## src/rtl/ast_mux.sv

```systemverilog
// Packet-atomic N:1 Avalon-ST merge with round-robin arbitration per packet.
// Ports: clk_i/rst_ni; snk_* (RX_DIR sinks); src_* (one registered source).
//   snk_data_i/channel_i/empty_i, sop/eop/valid_i in, snk_ready_o out per port.
//   src_data/channel/empty/sop/eop/valid_o out, src_ready_i in,
//   src_dir_o = index of the sink port that supplied the current beat.
module ast_mux #(
    parameter int DATA_WIDTH    = 64,
    parameter int CHANNEL_WIDTH = 10,
    parameter int EMPTY_WIDTH   = $clog2(DATA_WIDTH / 8),
    parameter int RX_DIR        = 4,
    parameter int DIR_SEL_WIDTH = (RX_DIR == 1) ? 1 : $clog2(RX_DIR)
) (
    input  logic                                  clk_i,
    input  logic                                  rst_ni,
    input  logic [RX_DIR-1:0][DATA_WIDTH-1:0]     snk_data_i,
    input  logic [RX_DIR-1:0][CHANNEL_WIDTH-1:0]  snk_channel_i,
    input  logic [RX_DIR-1:0][EMPTY_WIDTH-1:0]    snk_empty_i,
    input  logic [RX_DIR-1:0]                     snk_startofpacket_i,
    input  logic [RX_DIR-1:0]                     snk_endofpacket_i,
    input  logic [RX_DIR-1:0]                     snk_valid_i,
    output logic [RX_DIR-1:0]                     snk_ready_o,
    output logic [DATA_WIDTH-1:0]                 src_data_o,
    output logic [CHANNEL_WIDTH-1:0]              src_channel_o,
    output logic [EMPTY_WIDTH-1:0]                src_empty_o,
    output logic                                  src_startofpacket_o,
    output logic                                  src_endofpacket_o,
    output logic                                  src_valid_o,
    input  logic                                  src_ready_i,
    output logic [DIR_SEL_WIDTH-1:0]              src_dir_o
);

    typedef enum logic {
        IDLE = 1'b0,
        BUSY = 1'b1
    } state_e;

    state_e                   state_q;
    logic [DIR_SEL_WIDTH-1:0] grant_q;
    logic [DIR_SEL_WIDTH-1:0] last_grant_q;

    logic [DATA_WIDTH-1:0]    data_q;
    logic [CHANNEL_WIDTH-1:0] channel_q;
    logic [EMPTY_WIDTH-1:0]   empty_q;
    logic                     sop_q;
    logic                     eop_q;
    logic                     valid_q;
    logic [DIR_SEL_WIDTH-1:0] dir_q;

    logic                     out_free;
    logic                     accept;
    logic                     arb_any;
    logic [DIR_SEL_WIDTH-1:0] grant_d;
    logic [DIR_SEL_WIDTH-1:0] cand;
    int                       idx;

    // Output slot can take a beat if empty or being drained this cycle.
    assign out_free = ~valid_q | src_ready_i;
    assign accept   = (state_q == BUSY) & snk_valid_i[grant_q] & out_free;

    // Round-robin: first valid port after the last packet's owner, wrapping.
    always_comb begin
        arb_any = 1'b0;
        grant_d = '0;
        idx     = 0;
        cand    = '0;
        for (int i = 1; i <= RX_DIR; i++) begin
            idx = int'(last_grant_q) + i;
            if (idx >= RX_DIR) begin
                idx = idx - RX_DIR;
            end
            cand = DIR_SEL_WIDTH'(idx);
            if (!arb_any && snk_valid_i[cand]) begin
                arb_any = 1'b1;
                grant_d = cand;
            end
        end
    end

    always_comb begin
        snk_ready_o = '0;
        if (state_q == BUSY) begin
            snk_ready_o[grant_q] = out_free;
        end
    end

    always_ff @(posedge clk_i or negedge rst_ni) begin
        if (!rst_ni) begin
            state_q      <= IDLE;
            grant_q      <= '0;
            last_grant_q <= DIR_SEL_WIDTH'(RX_DIR - 1);
            data_q       <= '0;
            channel_q    <= '0;
            empty_q      <= '0;
            sop_q        <= 1'b0;
            eop_q        <= 1'b0;
            valid_q      <= 1'b0;
            dir_q        <= '0;
        end else begin
            case (state_q)
                IDLE: begin
                    if (arb_any) begin
                        grant_q <= grant_d;
                        state_q <= BUSY;
                    end
                end
                BUSY: begin
                    // Grant is held until the owner's eop beat is taken.
                    if (accept && snk_endofpacket_i[grant_q]) begin
                        last_grant_q <= grant_q;
                        state_q      <= IDLE;
                    end
                end
            endcase

            if (accept) begin
                data_q    <= snk_data_i[grant_q];
                channel_q <= snk_channel_i[grant_q];
                empty_q   <= snk_empty_i[grant_q];
                sop_q     <= snk_startofpacket_i[grant_q];
                eop_q     <= snk_endofpacket_i[grant_q];
                dir_q     <= grant_q;
                valid_q   <= 1'b1;
            end else if (out_free) begin
                valid_q   <= 1'b0;
            end
        end
    end

    assign src_data_o          = data_q;
    assign src_channel_o       = channel_q;
    assign src_empty_o         = empty_q;
    assign src_startofpacket_o = sop_q;
    assign src_endofpacket_o   = eop_q;
    assign src_valid_o         = valid_q;
    assign src_dir_o           = dir_q;

endmodule

```

## config.mk

```make
export PLATFORM = sky130hd
export DESIGN_NAME = ast_mux
export DESIGN_NICKNAME = d
export VERILOG_FILES = /design/src/rtl/ast_mux.sv
export SDC_FILE = /design/constraint.sdc
export NUM_CORES = 1
export LEC_CHECK = 0
export CAP_MARGIN = 0
export CORE_AREA = 3 3 156 158
export CTS_BUF_LIST = sky130_fd_sc_hd__clkbuf_4
export DETAILED_ROUTE_END_ITERATION = 12
export DIE_AREA = 0 0 159 161
export SETUP_SLACK_MARGIN = 0.5
export SLEW_MARGIN = 25
export SYNTH_ARGS = -nofsm -noshare
export SYNTH_HDL_FRONTEND = slang
export SYNTH_SLANG_ARGS = --single-unit
```

## constraint.sdc

```tcl
create_clock -name clk_i -period 1.93 [get_ports clk_i]
set_input_delay 0.193 -clock clk_i [delete_from_list [all_inputs] [get_ports clk_i]]
set_output_delay 0.193 -clock clk_i [all_outputs]
set_load 0.01 [all_outputs]
```

==> reports/qor.txt <==
Status -> finished, violations left
Violated checks -> setup timing
Width of the die -> 159 µm
Grt ovf -> 0
First-pass GRT wire length -> 34.7 mm
DR pass1 iterations -> 4
CP Class -> flip-flop to flip-flop
Rows -> 56
R2R Path End -> src_empty_o[0]
Post-synth cell types -> 31
Share of post-route cells with drive strength above 1 -> 34.1%
Via-per-instance ratio -> 4.59
Final WL -> 24.3 mm
Initial antenna violation count -> 5
Seq. cell area -> 2190 µm²
Final nets -> 1103
Arr. time, crit path -> 2.39 ns
Final setup viols -> 82
H-tree depth -> 3
Synth warnings -> 0
Antenna-violating nets left -> 0
Final Power -> 0.0155 W
FF-to-FF Start -> grant_q[1]
IO buf count -> 408
Top cell type by total area after synthesis -> dfrtp_1
Fill cells -> 2090
Max-slew violation count -> 0
Skew final -> 0.0255 ns
Leak -> 4.54 nW
Tot GR Track Use -> 17.9%
Area growth syn-to-layout -> 107%
Initial core utilization -> 22.8%
Core area -> 23300 µm²
Sequential area share after synthesis -> 41.2%
Area share of and/or/nand/nor cells after synthesis -> 2.39%
Post-route DRC -> 0
R2r setup slk -> -0.11 ns
Worst setup margin -> -0.114 ns
Crit-path cells -> buf_6, mux4_2, nand3_4, buf_12, buf_12, clkbuf_16, mux2_4
Worst path max stage delay -> 0.50 ns
Routed len/inst -> 21.9 µm
Cell mode on critical path -> buf_12
Hold Crit Class -> input port to asynchronous set/reset pin
Clk_lat worst skew -> 0.45 ns
Clk sinks -> 87
Worst path slowest cell -> dfrtp_4
Count of final hold-check violations -> 0
CTS tree -> built
Slew @ Worst Pin -> 0.512 ns
Cells after Synth -> 311
Post-synthesis mux area share -> 51.7%
Syn nets -> 634
Inserted Clock Buffers -> 9
PwrDens -> 1410 nW/µm²
Top post-synthesis cells by area -> dfrtp_1 40%, mux4_2 34%, mux2_2 15%
I/O pin count -> 409
Reg2Reg Depth -> 7
Clock slew at reported path FFs -> 0.14 ns
Max VDD drop -> 502 µV
Pin count of the biggest net entering global routing -> 45
Peak Freq -> 0.489 GHz
Synth Area in Compound Gates -> 1.28%
Largest delay contributor family on the critical path -> multiplexers
Via count -> 5081
Avg Cell Area, Syn -> 17.0 µm²
Die Ht -> 161 µm
Rel. slew slack -> 65.9%
Worst Path Required -> 2.28 ns
Max_cap viols -> 0
CTS root buffer -> clkbuf_4
Number of synthesized register bits -> 87
Crit path max fanout -> 8
CP Launch Type -> flip-flop
Core Util, Final -> 47.2%
Multi-input gate area -> 3130 µm²
Min Clock Period, post-route -> 2.04 ns
Cell Area, Synth -> 5290 µm²
Xor and xnor area share after synthesis -> 0%
Area share of the largest cell type after synthesis -> 40.2%
Final HPWL DP -> 17.8 mm
Die area -> 25600 µm²
Global placement routability congestion -> 0.938
Crit end category -> flip-flop
Iteration-0 DRC Markers -> 180
Max clock buf depth -> 2
Buf/Inv on CP -> 4
RSZ-0062 raised after global routing -> true
Synth Area in Adders -> 0%
Main combinational cell family by area after synthesis -> multiplexers
Vias in the first global route -> 5777
Fin crit share -> 106%
## power breakdown
part | internal (W) | leakage (nW) | switching (W)
Sequential | 0.00283 | 1.01 | 0.000545
Combinational | 0.00662 | 3.42 | 0.00401
Clock | 0.000832 | 0.112 | 0.000637
Total | 0.0103 | 4.54 | 0.00519
## cell families (layout without fill, tap and decap cells)
logic type	Yosys count	count (layout)
other cells	0	3
buf+inv	30	504
flops	87	87
simple gates	22	22
mux	163	163
compound gates	9	9
## state kept, by name (all words and copies together), names as in the netlist
register	flops
src_data_o	64
src_channel_o	10
src_empty_o	3
grant_q	2
last_grant_q	2
src_dir_o	2
src_endofpacket_o	1
src_startofpacket_o	1
src_valid_o	1
state_q	1
## placed cells by master (no fill, tap or decap), drive strengths merged, types with 3 or more instances in the layout
cell type,count
buf,77
bufinv,4
clkbuf,16
clkdlybuf4s15,26
clkdlybuf4s50,321
dfrtp,85
diode,3
dlygate4sd2,55
mux2,81
mux4,80
nand2,5
nor2,4
nor3,3
## worst reg2reg max path: stages, from the launching register on
cell and delay, ns:
dfrtp_4 0.50, buf_6 0.13, mux4_2 0.47, nand3_4 0.15, buf_12 0.13, buf_12 0.10, clkbuf_16 0.16, mux2_4 0.30
## final cells by class
type                       instances  area share [%]
clock buffer                      12           0.821
tap                              319            3.64
clock inverter                     4            1.09
sequential                        87            19.9
multi-input combinational        194            28.5
antenna                            3          0.0684
inverter                           2          0.0912
timing repair buffer             486            45.8
## per-layer routing
| layer | global-route usage [%] | vias to the layer above | share of wire, % |
|---|---|---|---|
| li1 | - | 2212 | - |
| met1 | 18.5 | 2541 | 34 |
| met4 | 6.01 | 8 | 2.7 |
| met3 | 6.00 | 37 | 8.1 |
| met5 | 0 | - | 0.22 |
| met2 | 33.9 | 283 | 55 |
## how the worst max path moves through the flow
stage                               from                to  slack (ns)  cells past startpoint
after detailed placement  snk_valid_i[1]    src_data_o[32]       -0.14                      5
after global routing          grant_q[1]    src_data_o[63]       -0.16                      6
after global placement    snk_valid_i[3]    src_data_o[30]       -0.09                      5
after CTS                     grant_q[1]    src_data_o[24]       -0.12                      5
final                         grant_q[1]    src_empty_o[0]       -0.11                      7
after floorplan               grant_q[1]  src_channel_o[9]        0.18                      5
## per-stage QoR
stage	instance area (µm²)	instances	setup TNS (ns)	hold WS (ns)	setup WS, ns
final	11000	1107	-6.30	0.291	-0.114
after global routing	11000	1105	-10.19	0.279	-0.157
after CTS	10500	1077	-5.59	0.247	-0.116
after detailed placement	9890	1033	-8.02	0.200	-0.137
after global placement	9890	1033	-5.45	0.200	-0.0901
after floorplan	5340	311	0	-0.103	0.182
## cells in the mapped netlist
master and number:
a21bo_2 1, a21boi_0 1, a21o_1 1, a21oi_1 2, and3b_1 1, buf_1 2, buf_2 10, buf_6 8
clkbuf_1 8, dfrtp_1 85, dfstp_2 2, inv_1 2, mux2_1 10, mux2_2 71, mux2i_1 2, mux4_2 80
nand2_1 5, nand2b_1 2, nand3_1 1, nand3_4 1, nand4_1 1, nor2_1 4, nor2b_1 1, nor3_1 3
nor3b_1 1, nor4_1 1, o21ai_0 1, o2bb2ai_1 1, o31ai_1 1, o41a_1 1, or4_1 1
## repair_timing
action / 4_1_cts / 5_1_grt
hold buffers: 1 / 0
endpoints found under the hold margin: 32 / 0
pin swaps: 3 / 2
gates cloned: 7 / 3
gates resized for setup: 142 / 65
buffers inserted: 20 / 24
setup endpoints to repair: 170 / 122
(Power assumes the default switching activity.)
